--- src/rtl/speed_switch_sequencer.sv ---
// speed_switch_sequencer
//   Sequences the CGB double-speed switch for the clock mux. Owns KEY1
//   (0xFF4D): bit0 arms a switch and a later STOP executes it. The sequence
//   halts the CPU, drains the memory bus, waits a fixed settle time, toggles
//   the speed select and then resumes.
//
// Ports
//   I_CLK          system clock, all logic on posedge
//   I_RESET_L      asynchronous active-low reset
//   I_KEY1_WR      one-cycle strobe, CPU write to KEY1
//   I_KEY1_WDATA   KEY1 write data, only bit0 is used
//   I_STOP_REQ     one-cycle strobe, CPU executed STOP
//   I_MEM_BUSY     memory controller has a transaction in flight
//   O_KEY1_RDATA   {double_speed, 6'b111111, armed}
//   O_CPU_HALT     freezes the CPU clock enable
//   O_MEM_HOLD     memory controller must not start new transactions
//   O_DOUBLE_SPEED select line to the clock mux
//   O_SWITCH_DONE  one-cycle pulse, switch completed
//   O_ABORT        one-cycle pulse, drain timed out and no switch happened
//   O_STATE        current state encoding, for debug
//
// Handshake: I_KEY1_WR and I_STOP_REQ are single-cycle strobes with no
// back-pressure. They are acted on only in IDLE and dropped in every other
// state. O_SWITCH_DONE / O_ABORT are single-cycle pulses in RESUME with no
// ready from the receiver.
module speed_switch_sequencer #(
  parameter int P_QUIESCE_CYCLES = 255,
  parameter int P_DRAIN_TIMEOUT  = 1023,
  parameter int P_CNT_WIDTH      = 16
) (
  input  logic       I_CLK,
  input  logic       I_RESET_L,
  input  logic       I_KEY1_WR,
  input  logic [7:0] I_KEY1_WDATA,
  input  logic       I_STOP_REQ,
  input  logic       I_MEM_BUSY,
  output logic [7:0] O_KEY1_RDATA,
  output logic       O_CPU_HALT,
  output logic       O_MEM_HOLD,
  output logic       O_DOUBLE_SPEED,
  output logic       O_SWITCH_DONE,
  output logic       O_ABORT,
  output logic [2:0] O_STATE
);

  typedef enum logic [2:0] {
    IDLE   = 3'd0,
    DRAIN  = 3'd1,
    SETTLE = 3'd2,
    SWITCH = 3'd3,
    RESUME = 3'd4
  } state_t;

  localparam logic [P_CNT_WIDTH-1:0] DRAIN_LOAD  = P_CNT_WIDTH'(P_DRAIN_TIMEOUT - 1);
  localparam logic [P_CNT_WIDTH-1:0] SETTLE_LOAD = P_CNT_WIDTH'(P_QUIESCE_CYCLES - 1);

  state_t                 state, state_n;
  logic [P_CNT_WIDTH-1:0] count, count_n;
  logic                   armed, armed_n;
  logic                   double_q, double_n;
  // Remembers how RESUME was entered: 1 from SWITCH, 0 from a drain abort.
  logic                   resume_done, resume_done_n;

  always_ff @(posedge I_CLK or negedge I_RESET_L) begin
    if (!I_RESET_L) begin
      state       <= IDLE;
      count       <= '0;
      armed       <= 1'b0;
      double_q    <= 1'b0;
      resume_done <= 1'b0;
    end else begin
      state       <= state_n;
      count       <= count_n;
      armed       <= armed_n;
      double_q    <= double_n;
      resume_done <= resume_done_n;
    end
  end

  always_comb begin
    state_n       = state;
    count_n       = count;
    armed_n       = armed;
    double_n      = double_q;
    resume_done_n = resume_done;
    case (state)
      IDLE: begin
        if (I_KEY1_WR) armed_n = I_KEY1_WDATA[0];
        // STOP looks at the armed value from before any same-cycle write.
        if (I_STOP_REQ && armed) begin
          state_n = DRAIN;
          count_n = DRAIN_LOAD;
        end
      end
      DRAIN: begin
        if (!I_MEM_BUSY) begin
          state_n = SETTLE;
          count_n = SETTLE_LOAD;
        end else if (count == '0) begin
          state_n       = RESUME;
          resume_done_n = 1'b0;
        end else begin
          count_n = count - 1'b1;
        end
      end
      SETTLE: begin
        if (count == '0) state_n = SWITCH;
        else             count_n = count - 1'b1;
      end
      SWITCH: begin
        double_n      = ~double_q;
        armed_n       = 1'b0;
        resume_done_n = 1'b1;
        state_n       = RESUME;
      end
      RESUME: state_n = IDLE;
      default: state_n = IDLE;
    endcase
  end

  assign O_CPU_HALT     = (state == DRAIN) || (state == SETTLE) || (state == SWITCH);
  assign O_MEM_HOLD     = O_CPU_HALT;
  assign O_DOUBLE_SPEED = double_q;
  assign O_SWITCH_DONE  = (state == RESUME) && resume_done;
  assign O_ABORT        = (state == RESUME) && !resume_done;
  assign O_STATE        = state;
  assign O_KEY1_RDATA   = {double_q, 6'b111111, armed};

endmodule

--- config.mk ---
export PLATFORM = sky130hd
export DESIGN_NAME = speed_switch_sequencer
export DESIGN_NICKNAME = d
export VERILOG_FILES = /design/src/rtl/speed_switch_sequencer.sv
export SDC_FILE = /design/constraint.sdc
export NUM_CORES = 1
export LEC_CHECK = 0
export CAP_MARGIN = 20
export CORE_MARGIN = 3
export CORE_UTILIZATION = 40
export DETAILED_ROUTE_END_ITERATION = 7
export PLACE_DENSITY_LB_ADDON = 0.05
export SLEW_MARGIN = 30
export SYNTH_ARGS = -nofsm -noshare
export SYNTH_HDL_FRONTEND = slang
export SYNTH_SLANG_ARGS = --single-unit
--- constraint.sdc ---
create_clock -name I_CLK -period 2.3 [get_ports I_CLK]
set_clock_uncertainty 0.1 [all_clocks]
set_input_delay 0.46 -clock I_CLK [delete_from_list [all_inputs] [get_ports I_CLK]]
set_output_delay 0.46 -clock I_CLK [all_outputs]
set_load 0.03 [all_outputs]
==> run summary, run 1 <==
Mapped Avg Cell Area - 8.92 µm²
crit-path max FO - 5
# hold bufs at CTS - 0
CP Class - register to register
predominant post-synthesis flop cell - dfrtp_1
Synth top area share - 37.6%
synth cell count leaders - 22 x dfrtp_1, 17 x nor2_1, 14 x a21oi_1
CTS root buffer - clkbuf_4
DR vias - 1,357
Lkg Pwr - 0.800 nW
worst setup margin - -0.00499 ns
share of layout cells above drive strength 1 - 20.7%
ANT nets after route - 0
CP max-delay cell - or4_4
Synth area leader - dfrtp_1
CTS buffer count - 3
final hold violations - 0
DP Worst Slack - -0.138 ns
Placed Cells incl. Taps - 239
first-pass GRT wire length - 6.01 mm
violated checks - negative setup slack
worst min path class - input pin to asynchronous set/reset pin
Setup crit end kind - register
Finished Layout Cells - 244
initial DRC count - 72
Seq/Total Area, Yosys - 37.6%
CTS tree - yes
period utilisation layout - 100%
antenna violations before repair - 0
H-tree lvl count - 1
normalized max-slew margin - 66.1%
Logic pwr share - 58.7%
largest delay contributor family on the critical path - simple AND/OR/NAND/NOR gates
largest net degree at the start of global routing - 23
setup repair bufs after CTS - 0
Post-synth EDFFs - 0
met1 usage - 23.0%
cell area after synthesis - 1460 µm²
busiest grt layer - met2
row count - 21
CORE AREA - 3420 µm²
Initial Util - 42.8%
Power Density - 1110 nW/µm²
Reg power frac - 26.7%
setup violators final - 1
crit-path max cell delay - 0.57 ns
Final Critical Period - 2.30 ns
Critical Path Start Type - register
Pint - 1.19 mW
post-synthesis instance total - 164
average wire per standard cell - 14.7 µm
Final Net Count - 214
status - complete, but fails checks
fin area - 1870 µm²
clock power share - 14.6%
most numerous cell in the Yosys netlist - dfrtp_1
Total Routed Length - 3.59 mm
Chip Height - 66.5 µm
Slew Limit Fails - 0
RSZ-0062 raised after global routing - yes
Vias/cell - 5.56
diode count - 0
grt met3 use - 2.53%
warning count from the yosys run - 0
count of unique library cells instantiated by Yosys - 45
Max Root-Sink Buffers - 2
Power, Total - 2.07 mW
CP Data Required Time - 2.45 ns
Die Span X - 66.5 µm
Max Clk Rate - 434 MHz
# DRC - 0
number of global-route vias before repair - 1,328
Psw - 0.882 mW
top post-synthesis cells by area - dfrtp_1 38%, mux2i_1 6.2%, a21oi_1 4.8%, buf_4 4.6%, nor2_1 4.4%
clk_lat worst skew - 0.32 ns
Detailed Place HPWL - 2.59 mm
share of flip-flops with an asynchronous set or reset - 100%
critical-path cell list - or4_4 -> or4b_4 -> or4_1 -> a21oi_1
area post-placement - 1790 µm²
PortBufs - 15
Max-Cap Viols - 0
final core occ - 54.8%
GR Overflow Total - 0
WP buf/inv - 0
met2 Usage GRT - 29.1%
Reg clk slew, reported paths - 0.13 ns
synthesis-to-layout area growth - 27.9%
Switching Share - 42.5%
io pins - 29
slew of the pin with the lowest slew margin - 0.506 ns
die area - 4420 µm²
Worst EP arrival - 2.45 ns
Synth Register Bits - 22
Global Route Usage Sum - 17.7%
Clock Sinks - 22
router iterations before antenna repair - 4
VDD IR max - 634 µV
RePlAce Congestion - 0.840
==> stage by stage <==
stage | TNS (ns) | hold slack (ns)
3_3_place_gp | -0.490 | 0.385
3_5_place_dp | -0.659 | 0.390
6_report | -0.00499 | 0.373
5_1_grt | -0.134 | 0.367
2_1_floorplan | -0.00940 | 0.0644
4_1_cts | 0 | 0.376
==> worst reg2reg max path: cells and delay by family, from the launching register on <==
kind               cells  cell delay (ns)
DFF                    1             0.41
AOI/OAI and AO/OA      1             0.20
and+or+nand+nor        3             1.53
==> repair_timing <==
| action | CTS | global route |
|---|---|---|
| cloned | 1 | 0 |
| resized for setup | 3 | 6 |
| setup endpoints to repair | 7 | 16 |
| pin swaps | 1 | 2 |
==> path summary, 6_finish.rpt <==
kind	startpoint	end	slack [ns]	cells past startpoint
hold reg to reg	O_DOUBLE_SPEED	O_DOUBLE_SPEED	0.41	1
setup reg to reg	count[7]	count[10]	-0.005	4
min in group I_CLK	O_DOUBLE_SPEED	O_DOUBLE_SPEED	0.41	1
max in group asynchronous	I_RESET_L	count[6]	1.49	2
setup / recovery	count[7]	count[10]	-0.005	4
hold / removal	I_RESET_L	count[12]	0.37	2
==> sequential cells by signal, summed over array words and instances (netlist names) <==
| name | count |
|---|---|
| O_DOUBLE_SPEED | 1 |
| count | 16 |
| O_STATE | 3 |
| resume_done | 1 |
| armed | 1 |
==> cell families after synthesis <==
group / synth area share (%)
AO/OA/AOI/OAI: 16.7
XOR/XNOR: 1.20
buffers and inverters: 8.47
other: 0.256
adder cells (fa/ha/maj): 1.71
AND/OR/NAND/NOR: 27.9
multiplexers: 6.16
flip-flops: 37.6
==> power by group through the flow <==
stage	Clock (mW)	Sequential, mW	Combinational, mW
2_1_floorplan	0	0.597	0.732
3_3_place_gp	0	0.552	1.19
3_5_place_dp	0	0.556	1.21
4_1_cts	0.316	0.550	1.22
5_1_grt	0.337	0.567	1.33
6_report	0.303	0.553	1.22
==> placed cells by master (no fill, tap or decap), types with 3 or more instances in the layout <==
master	instances
a211oi_1	3
or2_2	3
buf_4	27
clkdlybuf4s50_1	10
conb_1	6
nor2_1	16
a21oi_1	14
nand2_1	7
nor3_1	5
dfrtp_1	22
nand3_1	3
and2_1	7
clkbuf_4	3
nand2b_1	3
o21ai_0	4
mux2i_1	9
or4_1	5
dlymetal6s2s_1	3
inv_1	4
or3_1	4
==> routing by layer <==
metal / vias to the layer above / wire [µm]
li1: 662 / -
met1: 650 / 1710
met2: 38 / 1660
met3: 7 / 161
met4: 0 / 62
met5: - / 0
==> cell type report <==
| cell class | count | area, µm² |
|---|---|---|
| fillers | 334 | 1550 |
| multi-input cells | 126 | 837 |
| flip-flops and latches | 22 | 551 |
| repair buffers | 42 | 358 |
| well taps | 46 | 57.6 |
| clock inverters | 1 | 30.0 |
| clock buffers | 3 | 22.5 |
| inverters | 4 | 15.0 |
No activity file was read; power rests on OpenSTA's default activity.
==> run 2: changes to the inputs <==
SLEW_MARGIN = default   (was 30)
==> results of run 2 <==
No change in the layout: final DEF, timing and power equal those of run 1.
==> run 3: changes to the inputs <==
CTS_CLUSTER_DIAMETER = 40   (was default)
SLEW_MARGIN = 20   (was default)
==> results of run 3 <==
No change in the layout: final DEF, timing and power equal those of run 1.
